## src/rtl/wb_pipe_if.sv

```systemverilog
// wb_pipe_if: write-back bundle bus (valid/ready, stall, flush, occupancy); master drives upstream/control side, slave is the stage
interface wb_pipe_if #(
  parameter int CTRL_W = 2,
  parameter int DATA_W = 64,
  parameter int ADDR_W = 5
);
  logic en_reg;
  logic flush;
  logic in_valid;
  logic in_ready;
  logic [CTRL_W-1:0] in_ctrl;
  logic [DATA_W-1:0] in_data;
  logic [ADDR_W-1:0] in_wn;
  logic out_valid;
  logic out_ready;
  logic [CTRL_W-1:0] out_ctrl;
  logic [DATA_W-1:0] out_data;
  logic [ADDR_W-1:0] out_wn;
  logic [1:0] occ;
  modport master (
    output en_reg, flush, in_valid, in_ctrl, in_data, in_wn, out_ready,
    input in_ready, out_valid, out_ctrl, out_data, out_wn, occ
  );
  modport slave (
    input en_reg, flush, in_valid, in_ctrl, in_data, in_wn, out_ready,
    output in_ready, out_valid, out_ctrl, out_data, out_wn, occ
  );
endinterface

```

## src/rtl/wb_pipe_stage.sv

```systemverilog
// wb_pipe_stage: elastic 2-entry skid-buffered write-back stage; ports clk, rst, bus (wb_pipe_if.slave), stall_cnt only with WB_PIPE_STAGE_PERF_EN
module wb_pipe_stage #(
  parameter int CTRL_W = 2,
  parameter int DATA_W = 64,
  parameter int ADDR_W = 5
) (
  input logic clk,
  input logic rst,
`ifdef WB_PIPE_STAGE_PERF_EN
  output logic [31:0] stall_cnt,
`endif
  wb_pipe_if.slave bus
);
  localparam int W = CTRL_W + DATA_W + ADDR_W;
  typedef enum logic [1:0] {EMPTY = 2'd0, ONE = 2'd1, FULL = 2'd2} state_t;
  state_t state_q, state_d;
  logic [W-1:0] head_q, head_d, skid_q, skid_d, in_bundle;
  logic push, pop;
  assign in_bundle = {bus.in_ctrl, bus.in_data, bus.in_wn};
  assign bus.in_ready = ~rst & bus.en_reg & ~bus.flush & (state_q != FULL);
  assign bus.out_valid = ~rst & bus.en_reg & (state_q != EMPTY);
  assign push = bus.in_valid & bus.in_ready;
  assign pop = bus.out_valid & bus.out_ready;
  assign bus.out_ctrl = state_q == EMPTY ? '0 : head_q[W-1 -: CTRL_W];
  assign bus.out_data = head_q[ADDR_W +: DATA_W];
  assign bus.out_wn = head_q[ADDR_W-1:0];
  assign bus.occ = state_q;
  always_comb begin
    state_d = state_q;
    head_d = head_q;
    skid_d = skid_q;
    if (bus.flush) state_d = EMPTY;
    else
      case (state_q)
        EMPTY: begin
          state_d = push ? ONE : EMPTY;
          head_d = push ? in_bundle : head_q;
        end
        ONE: begin
          state_d = push & ~pop ? FULL : pop & ~push ? EMPTY : ONE;
          head_d = push & pop ? in_bundle : head_q;
          skid_d = push & ~pop ? in_bundle : skid_q;
        end
        FULL: begin
          state_d = pop ? ONE : FULL;
          head_d = pop ? skid_q : head_q;
        end
        default: state_d = EMPTY;
      endcase
  end
  always_ff @(posedge clk) begin
    if (rst) begin
      state_q <= EMPTY;
      head_q <= '0;
      skid_q <= '0;
    end else begin
      state_q <= state_d;
      head_q <= head_d;
      skid_q <= skid_d;
    end
  end
`ifdef WB_PIPE_STAGE_PERF_EN
  logic [31:0] stall_cnt_q, stall_cnt_d;
  assign stall_cnt_d = bus.out_valid & ~bus.out_ready & ~&stall_cnt_q ? stall_cnt_q + 32'd1 : stall_cnt_q;
  assign stall_cnt = stall_cnt_q;
  always_ff @(posedge clk) stall_cnt_q <= rst ? '0 : stall_cnt_d;
`endif
endmodule

```

## src/flat_wrapper.sv

```systemverilog
// flat-port wrapper written by rule: the top's interface ports become plain ports
module wb_pipe_stage_flat 
#(
  parameter int CTRL_W = 2,
  parameter int DATA_W = 64,
  parameter int ADDR_W = 5
)
  (clk, rst, bus_en_reg, bus_flush, bus_in_valid, bus_in_ctrl, bus_in_data, bus_in_wn, bus_out_ready, bus_in_ready, bus_out_valid, bus_out_ctrl, bus_out_data, bus_out_wn, bus_occ);
  wb_pipe_if #(.CTRL_W(CTRL_W), .DATA_W(DATA_W), .ADDR_W(ADDR_W)) bus_i ();
  input logic clk;
  input logic rst;
  input wire logic [$bits(bus_i.en_reg)-1:0] bus_en_reg;
  input wire logic [$bits(bus_i.flush)-1:0] bus_flush;
  input wire logic [$bits(bus_i.in_valid)-1:0] bus_in_valid;
  input wire logic [$bits(bus_i.in_ctrl)-1:0] bus_in_ctrl;
  input wire logic [$bits(bus_i.in_data)-1:0] bus_in_data;
  input wire logic [$bits(bus_i.in_wn)-1:0] bus_in_wn;
  input wire logic [$bits(bus_i.out_ready)-1:0] bus_out_ready;
  output wire logic [$bits(bus_i.in_ready)-1:0] bus_in_ready;
  output wire logic [$bits(bus_i.out_valid)-1:0] bus_out_valid;
  output wire logic [$bits(bus_i.out_ctrl)-1:0] bus_out_ctrl;
  output wire logic [$bits(bus_i.out_data)-1:0] bus_out_data;
  output wire logic [$bits(bus_i.out_wn)-1:0] bus_out_wn;
  output wire logic [$bits(bus_i.occ)-1:0] bus_occ;
  assign bus_i.en_reg = bus_en_reg;
  assign bus_i.flush = bus_flush;
  assign bus_i.in_valid = bus_in_valid;
  assign bus_i.in_ctrl = bus_in_ctrl;
  assign bus_i.in_data = bus_in_data;
  assign bus_i.in_wn = bus_in_wn;
  assign bus_i.out_ready = bus_out_ready;
  assign bus_in_ready = bus_i.in_ready;
  assign bus_out_valid = bus_i.out_valid;
  assign bus_out_ctrl = bus_i.out_ctrl;
  assign bus_out_data = bus_i.out_data;
  assign bus_out_wn = bus_i.out_wn;
  assign bus_occ = bus_i.occ;
  wb_pipe_stage #(.CTRL_W(CTRL_W), .DATA_W(DATA_W), .ADDR_W(ADDR_W)) u_core (.clk(clk), .rst(rst), .bus(bus_i));
endmodule
```

## config.mk

```make
export PLATFORM = sky130hd
export DESIGN_NAME = wb_pipe_stage_flat
export DESIGN_NICKNAME = d
export VERILOG_FILES = /design/src/rtl/wb_pipe_if.sv /design/src/rtl/wb_pipe_stage.sv /design/src/flat_wrapper.sv
export SDC_FILE = /design/constraint.sdc
export NUM_CORES = 1
export LEC_CHECK = 0
export ABC_AREA = 1
export BUFFER_PORTS_ARGS = -buffer_cell sky130_fd_sc_hd__buf_4
export CAP_MARGIN = 20
export CORE_MARGIN = 2
export CORE_UTILIZATION = 50
export DETAILED_ROUTE_END_ITERATION = 7
export GPL_TIMING_DRIVEN = 0
export PLACE_DENSITY = 0.81
export SKIP_LAST_GASP = 1
export SLEW_MARGIN = 10
export SYNTH_ARGS = -nofsm -noshare
export SYNTH_HDL_FRONTEND = slang
export SYNTH_SLANG_ARGS = --single-unit
```

## constraint.sdc

```tcl
create_clock -name clk -period 4 [get_ports clk]
set_input_delay 0.2 -clock clk [delete_from_list [all_inputs] [get_ports clk]]
set_output_delay 0.2 -clock clk [all_outputs]
set_load 0.005 [all_outputs]
```

==> impl_metrics.toml <==
[run_status]
status = "finished clean"

[clocking]
clockRootBuffer = "clkbuf_16"
cts-resized-gates = 0
clkTransAtPathRegs_ns = 0.06
clockBufferDepth = 2
cts_htree_levels = 4
cts.sinks = 144
clk_latency_ns = 0.42
cts_hold_buf = 0
cts_tree = "done"
postCtsSetupRepairBufs = 0
cts_made_buffers = 17

[synth]
synth_area_um2 = 7060
yosysTopAreaCellShare_pct = 40.8
yosysWarnings = 0
synth_area_leaders = "dfxtp_1 (41%), nand2_1 (12%), nor2_1 (12%)"
ys.flop_type = "dfxtp_1"
synth_common_cells = "nand2_1 (233), nor2_1 (231), dfxtp_1 (144), inv_1 (111), o21ai_0 (100)"
synth.most_common_cell = "nand2_1"
synth_edf_count = 0
synth_top_area_cell = "dfxtp_1"
ys_seq_area_share_pct = 40.8
synth_cell_type_count = 24
syn_avg_cell_area_um2 = 6.57
synth-async-reset-ratio_pct = 0
syn_inst = 1075
ys_ff_latch = 144
syn-num-nets = 1154

[timing]
setup_violations = 0
rsz0062_at_grt = "no"
setup_tns_ns = 0
slew_headroom_pct = 52.3
period_share_pct = 53.6
finClkSkew_ns = 0.00497
fmax_mhz = 466
drv_slew = 0
tightest_slew_ns = 0.716
finalWorstSetupSlack_ns = 1.86
period_needed_ns = 2.14
hold_viol = 0

[grt]
antenna_found_initial = 0
grt_overflow_total = 0
grt_use_total_pct = 23.1
grt_max_degree = 17
grt_first_pass_wirelength_um = 27200
first_global_vias = 5846

[worst_setup_path]
reg2reg_slack_ns = 1.86
cpMaxStageDelayCell = "dfxtp_1"
worstPathArrival_ns = 2.46
cp_cell_sequence = "inv_2 > nand2_2 > nand3_2 > nor2_2 > ha_1 > nand2_1 > nand2_1 > nand2_1 > a21oi_4 > buf_2 > nand3_1 > nand2_1 > nor2_1"
critPathRequiredTime_ns = 4.32
r2r_start = "u_core.bus.occ[0]"
endpoint_kind = "flop"
r2r_cells = 13
reg2reg_to = "u_core.head_q[16]"
slowest_delay_ns = 0.37
path_common_cell = "nand2_1"
start_kind = "flop"
cp_max_fo = 10
critPathKind = "flop to flop"

[min_path]
worstHoldStart = "bus_in_data[25]"
min_path_cells = 3
min_to = "u_core.skid_q[30]"
hold_path.class = "input port to flop"

[route]
highest-signal-layer = "met4"
avgViaCountPerCell = 4.60
wire_per_inst_um = 11.7
vias = 6612
wl_met1_um = 7700
wl_met2_um = 7790
firstDrtPassIters = 5
drtIter0Drc = 404
postRouteAntennaNets = 0
drt_wl_total_um = 16900
remaining_drc_errors = 0
dr_wl_met3_um = 987

[floorplanning]
die_w_um = 123
ioPinCount = 152
die_h_um = 123
rows = 43
initial_core_util_pct = 51.0
fp.dieArea_um2 = 15100
core-area_um2 = 13800

[placement]
pre_cts_ws_ns = 1.90
dpl.hpwl_um = 12400
portBuffers = 151
place.gp.congestion = 0.842

[pwr]
peakVddDrop_v = 0.000302
p_per_area_nw_per_um2 = 373
power.leakage_nw = 4.48

[finish]
nets = 1324
drive_above_1_share_pct = 23.5
syn2layout_area_growth_pct = 27.8
n_antenna_cell = 0
n_fill_cell = 1298
seq_area_um2 = 2880
multi_input_area_um2 = 2890

[job]
cap_violations = 0
-- placed cells by master (no fill, tap or decap), drive strengths merged --
| master | n |
|---|---|
| o21ai | 101 |
| inv | 114 |
| nor2 | 234 |
| bufinv | 2 |
| a31oi | 1 |
| nand3 | 74 |
| clkinvlp | 3 |
| nor3 | 1 |
| buf | 252 |
| clkbuf | 56 |
| ha | 2 |
| clkinv | 6 |
| a21oi | 31 |
| dfxtp | 144 |
| nand2 | 237 |
-- area by class of cell --
type / instances / share of cell area, %
Tap cell: 180 / 2.50
Clock inverter: 10 / 1.19
Sequential cell: 144 / 32.0
Inverter: 115 / 4.81
Timing Repair Buffer: 151 / 12.6
Multi-Input combinational cell: 681 / 32.1
Buffer: 135 / 9.42
Clock buffer: 22 / 5.48
-- critical path, delay by kind of cell, from the launching register on --
kind / cells / cell delay, ns
and+or+nand+nor: 9 / 0.79
DFF: 1 / 0.37
buffers and inverters: 2 / 0.35
adders and majority gates: 1 / 0.18
AOI/OAI and AO/OA: 1 / 0.35
-- how the worst max path moves through the flow --
stage,start,end,depth (start not counted)
2_1_floorplan,u_core.bus.occ[0],u_core.head_q[0],14
3_3_place_gp,u_core.bus.occ[0],u_core.head_q[55],13
3_5_place_dp,u_core.bus.occ[0],u_core.head_q[23],13
4_1_cts,u_core.bus.occ[0],u_core.head_q[16],13
5_1_grt,u_core.bus.occ[0],u_core.head_q[3],13
6_report,u_core.bus.occ[0],u_core.head_q[16],13
-- kinds of logic (layout without fill, tap and decap cells) --
kind of cell	count (synthesis)	count (layout)	share of synthesized area (%)
buffers and inverters	250	433	18.2
flip-flops	144	144	40.8
AO/OA/AOI/OAI	133	133	9.66
adder cells (fa/ha/maj)	2	2	0.354
AND/OR/NAND/NOR	546	546	31.0
-- per-layer routing --
| layer | vias to the layer above | GRT usage, % |
|---|---|---|
| met5 | - | 0 |
| met4 | 0 | 10.1 |
| met3 | 30 | 4.93 |
| met2 | 174 | 36.9 |
| met1 | 2854 | 30.0 |
| li1 | 3554 | - |
-- where the power goes --
group | total, mW | switching (mW) | internal (mW)
combinational | 0.319 | 0.158 | 0.160
sequential | 1.47 | 0.0108 | 1.46
clock | 1.58 | 0.587 | 0.994
-- sequential cells by signal, summed over array words and instances (netlist names) --
| register | count |
|---|---|
| u_core.bus.occ | 2 |
| u_core.head_q | 71 |
| u_core.skid_q | 71 |
-- through the flow --
step | hold WS (ns) | total power [mW] | cell area (µm²) | util [%] | instances
2_1_floorplan | 0.360 | 1.68 | 7060 | - | 1075
4_1_cts | 0.0301 | 3.39 | 9020 | 65.2 | 1438
3_3_place_gp | 0.433 | 1.81 | 8420 | 60.9 | 1406
3_5_place_dp | 0.438 | 1.82 | 8420 | 60.9 | 1406
5_1_grt | 0.0502 | 3.50 | 9020 | 65.2 | 1438
6_report | 0.0403 | 3.37 | 9020 | 65.2 | 1438
Power figures use the tool's default switching activity.
